### config.mk
export PLATFORM = sky130hd
export DESIGN_NAME = median_loader
export DESIGN_NICKNAME = d
export VERILOG_FILES = /design/src/rtl/median_loader_pkg.sv /design/src/rtl/median_loader.sv
export SDC_FILE = /design/constraint.sdc
export NUM_CORES = 1
export LEC_CHECK = 0
export CAP_MARGIN = 20
export CORE_ASPECT_RATIO = 0.5
export CORE_MARGIN = 2
export CORE_UTILIZATION = 29
export CTS_BUF_LIST = sky130_fd_sc_hd__clkbuf_16
export DETAILED_ROUTE_END_ITERATION = 16
export SLEW_MARGIN = 20
export SYNTH_ARGS = -nofsm -noshare
export SYNTH_HDL_FRONTEND = slang
export SYNTH_SLANG_ARGS = --single-unit
### constraint.sdc
create_clock -name clk -period 3 [get_ports clk]
set_clock_uncertainty 0.1 [all_clocks]
set_input_delay 0.45 -clock clk [delete_from_list [all_inputs] [get_ports clk]]
set_output_delay 0.45 -clock clk [all_outputs]
set_load 0.05 [all_outputs]
### src/rtl/median_loader_pkg.sv
// median_loader_pkg
// Shared definitions for the median window write sequencer:
//   state_t                      loader FSM states (IDLE/WRITE/WAIT/HOLD)
//   SEL_MEDIAN/SEL_RESID/SEL_PASS read-back select codes of the window block
//   DATA_W_DEF/DEPTH_DEF/MED_LAT_DEF default parameter values
package median_loader_pkg;

    typedef enum logic [1:0] {
        IDLE  = 2'd0,
        WRITE = 2'd1,
        WAIT  = 2'd2,
        HOLD  = 2'd3
    } state_t;

    localparam logic [1:0] SEL_MEDIAN = 2'b00;
    localparam logic [1:0] SEL_RESID  = 2'b01;
    localparam logic [1:0] SEL_PASS   = 2'b10;

    localparam int DATA_W_DEF  = 8;
    localparam int DEPTH_DEF   = 8;
    localparam int MED_LAT_DEF = 2;

endpackage

### src/rtl/median_loader.sv
// median_loader
// Host-side write sequencer for the median sample window. Accepts samples on
// a valid/ready handshake, writes each into the next window slot, and once
// the window is full waits out the median latency after every write, then
// captures the median read-back and offers it downstream.
//
// Ports:
//   clk      rising-edge clock
//   rst      asynchronous, active-low reset
//   flush    synchronous restart of the window fill (one-cycle pulse)
//   s_data / s_valid / s_ready   sample input handshake
//   wr_data / wr_addr / wr_en    window write port
//   out_sel  read-back select to the window block (always SEL_MEDIAN)
//   rd_data  median read-back from the window block
//   m_data / m_resid / m_valid / m_ready   result output handshake
//
// Optional feature: define MEDIAN_LOADER_RESID_EN to register
// m_resid = sample - median (mod 2^DATA_W) alongside m_data; otherwise
// m_resid is tied to zero.
module median_loader
    import median_loader_pkg::*;
#(
    parameter int DATA_W  = DATA_W_DEF,
    parameter int DEPTH   = DEPTH_DEF,
    parameter int MED_LAT = MED_LAT_DEF
) (
    input  logic                     clk,
    input  logic                     rst,
    input  logic                     flush,
    input  logic [DATA_W-1:0]        s_data,
    input  logic                     s_valid,
    output logic                     s_ready,
    output logic [DATA_W-1:0]        wr_data,
    output logic [$clog2(DEPTH)-1:0] wr_addr,
    output logic                     wr_en,
    output logic [1:0]               out_sel,
    input  logic [DATA_W-1:0]        rd_data,
    output logic [DATA_W-1:0]        m_data,
    output logic [DATA_W-1:0]        m_resid,
    output logic                     m_valid,
    input  logic                     m_ready
);

    localparam int AW = $clog2(DEPTH);
    localparam int FW = $clog2(DEPTH + 1);
    localparam int CW = $clog2(MED_LAT + 1);

    state_t          state_q;
    state_t          state_d;
    logic [AW-1:0]   ptr_q;
    logic [FW-1:0]   fill_q;
    logic [FW-1:0]   fill_inc;
    logic [CW-1:0]   cnt_q;

    logic            s_ready_d;
    logic            wr_en_d;
    logic            m_valid_d;
    logic            load_sample;
    logic            capture;

    // Fill count after the current write; stays at DEPTH once the window
    // has been filled, so every later write yields a result.
    always_comb begin
        fill_inc = fill_q;
        if (fill_q != FW'(DEPTH)) begin
            fill_inc = fill_q + 1'b1;
        end
    end

    // Next-state logic. flush overrides everything, including a handshake
    // in the same cycle.
    always_comb begin
        state_d = state_q;
        if (flush) begin
            state_d = IDLE;
        end else begin
            unique case (state_q)
                IDLE:    if (s_valid && s_ready) state_d = WRITE;
                WRITE:   state_d = (fill_inc < FW'(DEPTH)) ? IDLE : WAIT;
                WAIT:    if (cnt_q <= CW'(1)) state_d = HOLD;
                HOLD:    if (m_valid && m_ready) state_d = IDLE;
                default: state_d = IDLE;
            endcase
        end
    end

    // Registered outputs are derived from the state being entered, so each
    // output is valid in the same cycle as its state.
    always_comb begin
        s_ready_d   = (state_d == IDLE);
        wr_en_d     = (state_d == WRITE);
        m_valid_d   = (state_d == HOLD);
        load_sample = (state_q == IDLE) && (state_d == WRITE);
        capture     = (state_q == WAIT) && (state_d == HOLD);
    end

    always_ff @(posedge clk or negedge rst) begin
        if (!rst) begin
            state_q <= IDLE;
            ptr_q   <= '0;
            fill_q  <= '0;
            cnt_q   <= '0;
            s_ready <= 1'b0;
            wr_en   <= 1'b0;
            wr_addr <= '0;
            wr_data <= '0;
            out_sel <= SEL_MEDIAN;
            m_data  <= '0;
            m_valid <= 1'b0;
        end else begin
            state_q <= state_d;
            s_ready <= s_ready_d;
            wr_en   <= wr_en_d;
            m_valid <= m_valid_d;
            out_sel <= SEL_MEDIAN;

            // wr_data doubles as the latched sample for the residual.
            if (load_sample) begin
                wr_data <= s_data;
                wr_addr <= ptr_q;
            end

            if (flush) begin
                ptr_q  <= '0;
                fill_q <= '0;
            end else if (state_q == WRITE) begin
                ptr_q  <= ptr_q + 1'b1;
                fill_q <= fill_inc;
                if (state_d == WAIT) begin
                    cnt_q <= CW'(MED_LAT);
                end
            end else if (state_q == WAIT) begin
                cnt_q <= cnt_q - 1'b1;
            end

            if (capture) begin
                m_data <= rd_data;
            end
        end
    end

`ifdef MEDIAN_LOADER_RESID_EN
    always_ff @(posedge clk or negedge rst) begin
        if (!rst) begin
            m_resid <= '0;
        end else if (capture) begin
            m_resid <= wr_data - rd_data;
        end
    end
`else
    assign m_resid = '0;
`endif

endmodule

; After elaboration in Yosys (flattened, before gate mapping)
; Index checks and enable logic that the tools add are counted.
[word_totals]
out_inout_bits = 32
register_bits = 33
elab_cells = 47
inputBits = 21
[op_classes]
n_mux = 14
n_reduce_logical = 9
eq_ne = 8
bitwise = 1
order_cmp = 2
addsub = 3
[op_table]
columns = op, n
row1 = 2-bit two-way mux, 8
row2 = 4-bit two-way mux, 3
row3 = 2-bit equality test (second input constant), 4
row4 = 2-bit one-hot mux with 4 select lines, 1
row5 = 3-bit two-way mux, 2
row6 = 4-bit by 1-bit adder with 4-bit output (second input constant), 1
row7 = 2-bit by 1-bit equality test with 1-bit output (second input constant), 2
row8 = 1-bit logical AND, 4
row9 = 2-bit zero test, 2
row10 = 4-bit less-than comparator (second input constant), 1
row11 = 4-bit inequality test (second input constant), 1
row12 = 2-bit nonzero test, 2
row13 = 3-bit by 1-bit adder with 3-bit output (second input constant), 1
row14 = 3-bit AND reduction, 1
row15 = 2-bit by 1-bit <= comparator with 1-bit output (second input constant), 1
row16 = 2-bit by 1-bit inequality test with 1-bit output (second input constant), 1
row17 = 2-bit by 1-bit subtractor with 2-bit output (second input constant), 1
row18 = 1-bit inverter, 1

; Longest topological paths before layout
[depth]
word_depth = 9
ltp_mapped = 10
mapped_depth_nobuf = 9

; Least setup slack after synthesis
; No wires, ideal clock.
[synth_timing]
path_kind = flip-flop to flip-flop
startpoint = reg state_q[0]
endpoint = reg wr_addr[0]
arrival_time_ps = 1919
setup_time_ps = 125
n_path_buf = 1
required_time_ps = 2775
path_stages_with_launch = 11
setup_slack_ps = 855
cell_sequence = dfrtp_1 > inv_1 > ha_1 > a21bo_1 > nor2_1 > o21ai_1 > nand2b_2 > inv_2 > and3_4 > buf_12 > mux2_4
[synth_between]
elab_chain_len = 5
elab_cells_between_ends = 11
classes_between = eq/ne: 4 / mux: 5 / reduce/logical: 2
[synth_rtl]
columns = element, line
row1 = start: declaration, median_loader.sv:48  ; state_t state_q;
row2 = start signal: assignment, median_loader.sv:111  ; state_q <= state_d;
row3 = 2-bit equality test (tied with other cells), median_loader.sv:77  ; unique case (state_q)
row4 = 2-bit one-hot mux with 4 select lines *, median_loader.sv:77
row5 = 2-bit two-way mux *, median_loader.sv:74  ; if (flush) begin
row6 = via state_d[0], median_loader.sv:49  ; state_t state_d;
row7 = 2-bit by 1-bit equality test with 1-bit output *, median_loader.sv:93  ; load_sample = (state_q == IDLE) && (state_d == WRITE);
row8 = 1-bit logical AND *, median_loader.sv:93
row9 = end signal: assignment, median_loader.sv:120  ; wr_addr <= ptr_q;
row10 = end: declaration, median_loader.sv:34  ; output logic [$clog2(DEPTH)-1:0] wr_addr,
; Mark *: on every way through the listed nets, which the timed path passes. The rest lies on a longest branch.
; A chain may end at the register's enable or synchronous reset.

; Worst setup path after layout
[layout_timing]
startpoint = reg state_q[0]
endpoint = reg wr_data[5]
[layout_between]
elab_chain_len = 5
elab_cells_between_ends = 11
classes_between = eq/ne: 4 / mux: 5 / reduce/logical: 2
[layout_rtl]
columns = element, line
row1 = 2-bit equality test (tied with other cells), median_loader.sv:77
row2 = 2-bit one-hot mux with 4 select lines *, median_loader.sv:77
row3 = 2-bit two-way mux *, median_loader.sv:74
row4 = via state_d[0], median_loader.sv:49
row5 = 2-bit by 1-bit equality test with 1-bit output *, median_loader.sv:93
row6 = 1-bit logical AND *, median_loader.sv:93
row7 = end signal: assignment, median_loader.sv:119  ; wr_data <= s_data;
row8 = end: declaration, median_loader.sv:33  ; output logic [DATA_W-1:0] wr_data,
; Marked as above.

==> flow_summary.ini <==
[logic_synthesis]
synth_most_common_cell = dfrtp_1
synth_warnings = 0
synth-seq-cells = 33
synth_ff_type = dfrtp_1
synth_top_area_frac = 0.507
synth_edf_count = 0
syn_area_um2 = 1630
syn_inst = 129
synth_async_sr_flop_share = 1.00
synthTopCellsByCount = dfrtp_1 (33), nor2_1 (14), buf_4 (10), mux2_4 (10), ha_1 (8)
synthDistinctLibCells = 32
postSynthAreaPerCell_um2 = 12.6
yosysSeqAreaShare = 0.507
synth.area.top_cells = dfrtp_1 (51%), mux2_4 (9.2%), ha_1 (6.1%), buf_4 (4.6%), mux2_1 (4.1%)
yosysTopAreaCell = dfrtp_1

[detailed_routing]
drc = 0
vias_per_cell = 4.13
ant_nets = 0
dr.pass1.iters = 4
avgRoutedWirePerCell_um = 11.5
via_count = 1028
finalWirelength_um = 2870
drt_iter0_drc = 60

[worst_hold_path]
hold-path-endpoint = m_data[2]$_DFFE_PN0P_
hold_start = m_data[2]$_DFFE_PN0P_
hold_path_class = flip-flop to flip-flop
worst_hold_path.num_cells = 1

[timing]
relSlewSlack = 0.663
final.setup.tns_ns = 0
setup-violations-final = 0
hold_viol = 0
slew_violations = 0
period_share = 0.793
worst_pin_slew_ns = 0.504
rsz0062_at_grt = false
hold_slack_ns = 0.385
max_clock_freq_mhz = 420
min_period_ns = 2.38

[grt]
grt_max_degree = 34
grt_pass1_vias = 978
top_usage_layer = met2
met2_usage = 0.151
overflow = 0
antenna_found_initial = 0
use_met3 = 0.0251
met1_usage = 0.129
grt_use_total = 0.0971
grt_pass1_wl_um = 4720

[status]
status = finished clean

[pwr]
p_comb_frac = 0.390
p_sw_uw = 636
ir_worst_vdd_uv = 365
power_switching_share = 0.364
cellLeakagePower_uw = 0.00104
power_density_nw_per_um2 = 790
clock_power_share = 0.265
internal_power_uw = 1110
seq_power_share = 0.344

[finish]
final_core_util = 0.407
fin_nets = 204
drive_gt1_frac = 0.153
synthToLayoutAreaGrowth_pct = 35.9
diodes = 0

[clocking]
tritoncts = yes
hold_buffers = 0
cts.sinks = 33
post_cts_resized = 0
cts_made_buffers = 5
clockBufferDepth = 2
insertion_delay_ns = 0.27
cts_setup_buffers = 0
clockRootBuffer = clkbuf_16
path_clk_slew_ns = 0.05
htreeDepth = 2

[worst_setup_path]
required_ns = 3.06
r2r_slack_ns = 0.62
worst_setup_path_end_kind = flip-flop
rr_startpoint = state_q[0]$_DFF_PN0_
crit_arrival_ns = 2.44
critPathLaunchType = flip-flop
path_class = flip-flop to flip-flop
path_max_fanout = 11
reg2regPathDepth = 9
r2r-end = wr_data[5]$_DFFE_PN0P_

[floorplan]
io_pins = 53
die_h_um = 57.0
coreArea_um2 = 5440
die_x_um = 110
die-area_um2 = 6270
core.rowCount = 19
start_util = 0.299

[run]
maxCapViolCount = 0

[placement]
portBuffers = 42
hpwl_um = 2140
gp_congestion = 0.756
[registers in the layout, summed over array words and instances (netlist names), 2 cells and up]
signal,cells
cnt_q,2
fill_q,4
m_data,8
ptr_q,3
state_q,2
wr_addr,3
wr_data,8
[per-layer routing]
layer | vias to the layer above | share of wire
met5 | - | 0
met4 | 0 | 0.0084
met3 | 2 | 0.045
met2 | 24 | 0.50
met1 | 505 | 0.45
li1 | 497 | -
[kinds of logic (layout without fill, tap and decap cells)]
kind of cell    Yosys count  count (layout)  synth area share
compound gates           10              10            0.0445
fa+ha+maj                 8               8            0.0614
flops                    33              33             0.507
other cells               1              10           0.00230
buf+inv                  19              57            0.0775
simple gates             29              29            0.0959
xor+xnor                  6               6            0.0322
mux                      23              23             0.180
[final cells by class]
type / instances / area [µm²]
sequential: 33 / 826
clock inverter: 3 / 11.3
timing repair buffer: 43 / 428
tap: 73 / 91.3
inverter: 6 / 22.5
fill: 506 / 3230
clock buffer: 5 / 125
multi-input combinational: 86 / 712
[placed cells by master, fill, tap and decap left out, types with 2 or more instances in the layout]
cell type         n
xnor2_1           3
ha_1              8
clkbuf_16         5
o221a_2           2
conb_1           10
nand2b_2          2
nor2_1           14
mux2_1            6
a21oi_1           2
xor2_1            3
dfrtp_1          33
o21ai_0           2
mux2_4           10
clkdlybuf4s50_1  42
nor2b_1           2
mux2_2            4
mux2i_1           3
nand2_1           5
inv_1             8
[worst max path at each step]
stage / startpoint / endpoint / slack [ns] / cells past startpoint
2_1_floorplan: state_q[0]$_DFF_PN0_ / wr_addr[0]$_DFFE_PN0P_ / 0.86 / 10
3_3_place_gp: m_ready / wr_data[5]$_DFFE_PN0P_ / 0.59 / 8
3_5_place_dp: m_ready / wr_data[5]$_DFFE_PN0P_ / 0.54 / 8
4_1_cts: state_q[0]$_DFF_PN0_ / wr_data[5]$_DFFE_PN0P_ / 0.62 / 9
5_1_grt: state_q[0]$_DFF_PN0_ / wr_data[5]$_DFFE_PN0P_ / 0.46 / 9
6_report: state_q[0]$_DFF_PN0_ / wr_data[5]$_DFFE_PN0P_ / 0.62 / 9
[per-stage QoR]
step / power, µW / area (µm²) / worst slack [ns] / cells
6_report: 1750 / 2220 / 0.620 / 249
5_1_grt: 1840 / 2220 / 0.455 / 249
4_1_cts: 1770 / 2220 / 0.619 / 249
3_5_place_dp: 1300 / 2080 / 0.544 / 241
3_3_place_gp: 1290 / 2080 / 0.590 / 241
2_1_floorplan: 1100 / 1660 / 0.855 / 138
[power by group through the flow]
stage / sequential, µW / combinational (µW) / clock, µW
after floorplan: 845 / 252 / 0
after global placement: 607 / 681 / 0
after detailed placement: 608 / 689 / 0
after CTS: 603 / 690 / 477
after global routing: 615 / 723 / 504
final: 603 / 683 / 464
[critical path, stage by stage, from the launching register on]
cell and delay (ns):
dfrtp_1 0.43, inv_1 0.11, ha_1 0.25, a21bo_1 0.20, nor2_1 0.04, o21ai_1 0.22
nand2b_2 0.11, inv_2 0.11, and3_4 0.33, mux2_2 0.36
(Power assumes the default switching activity.)
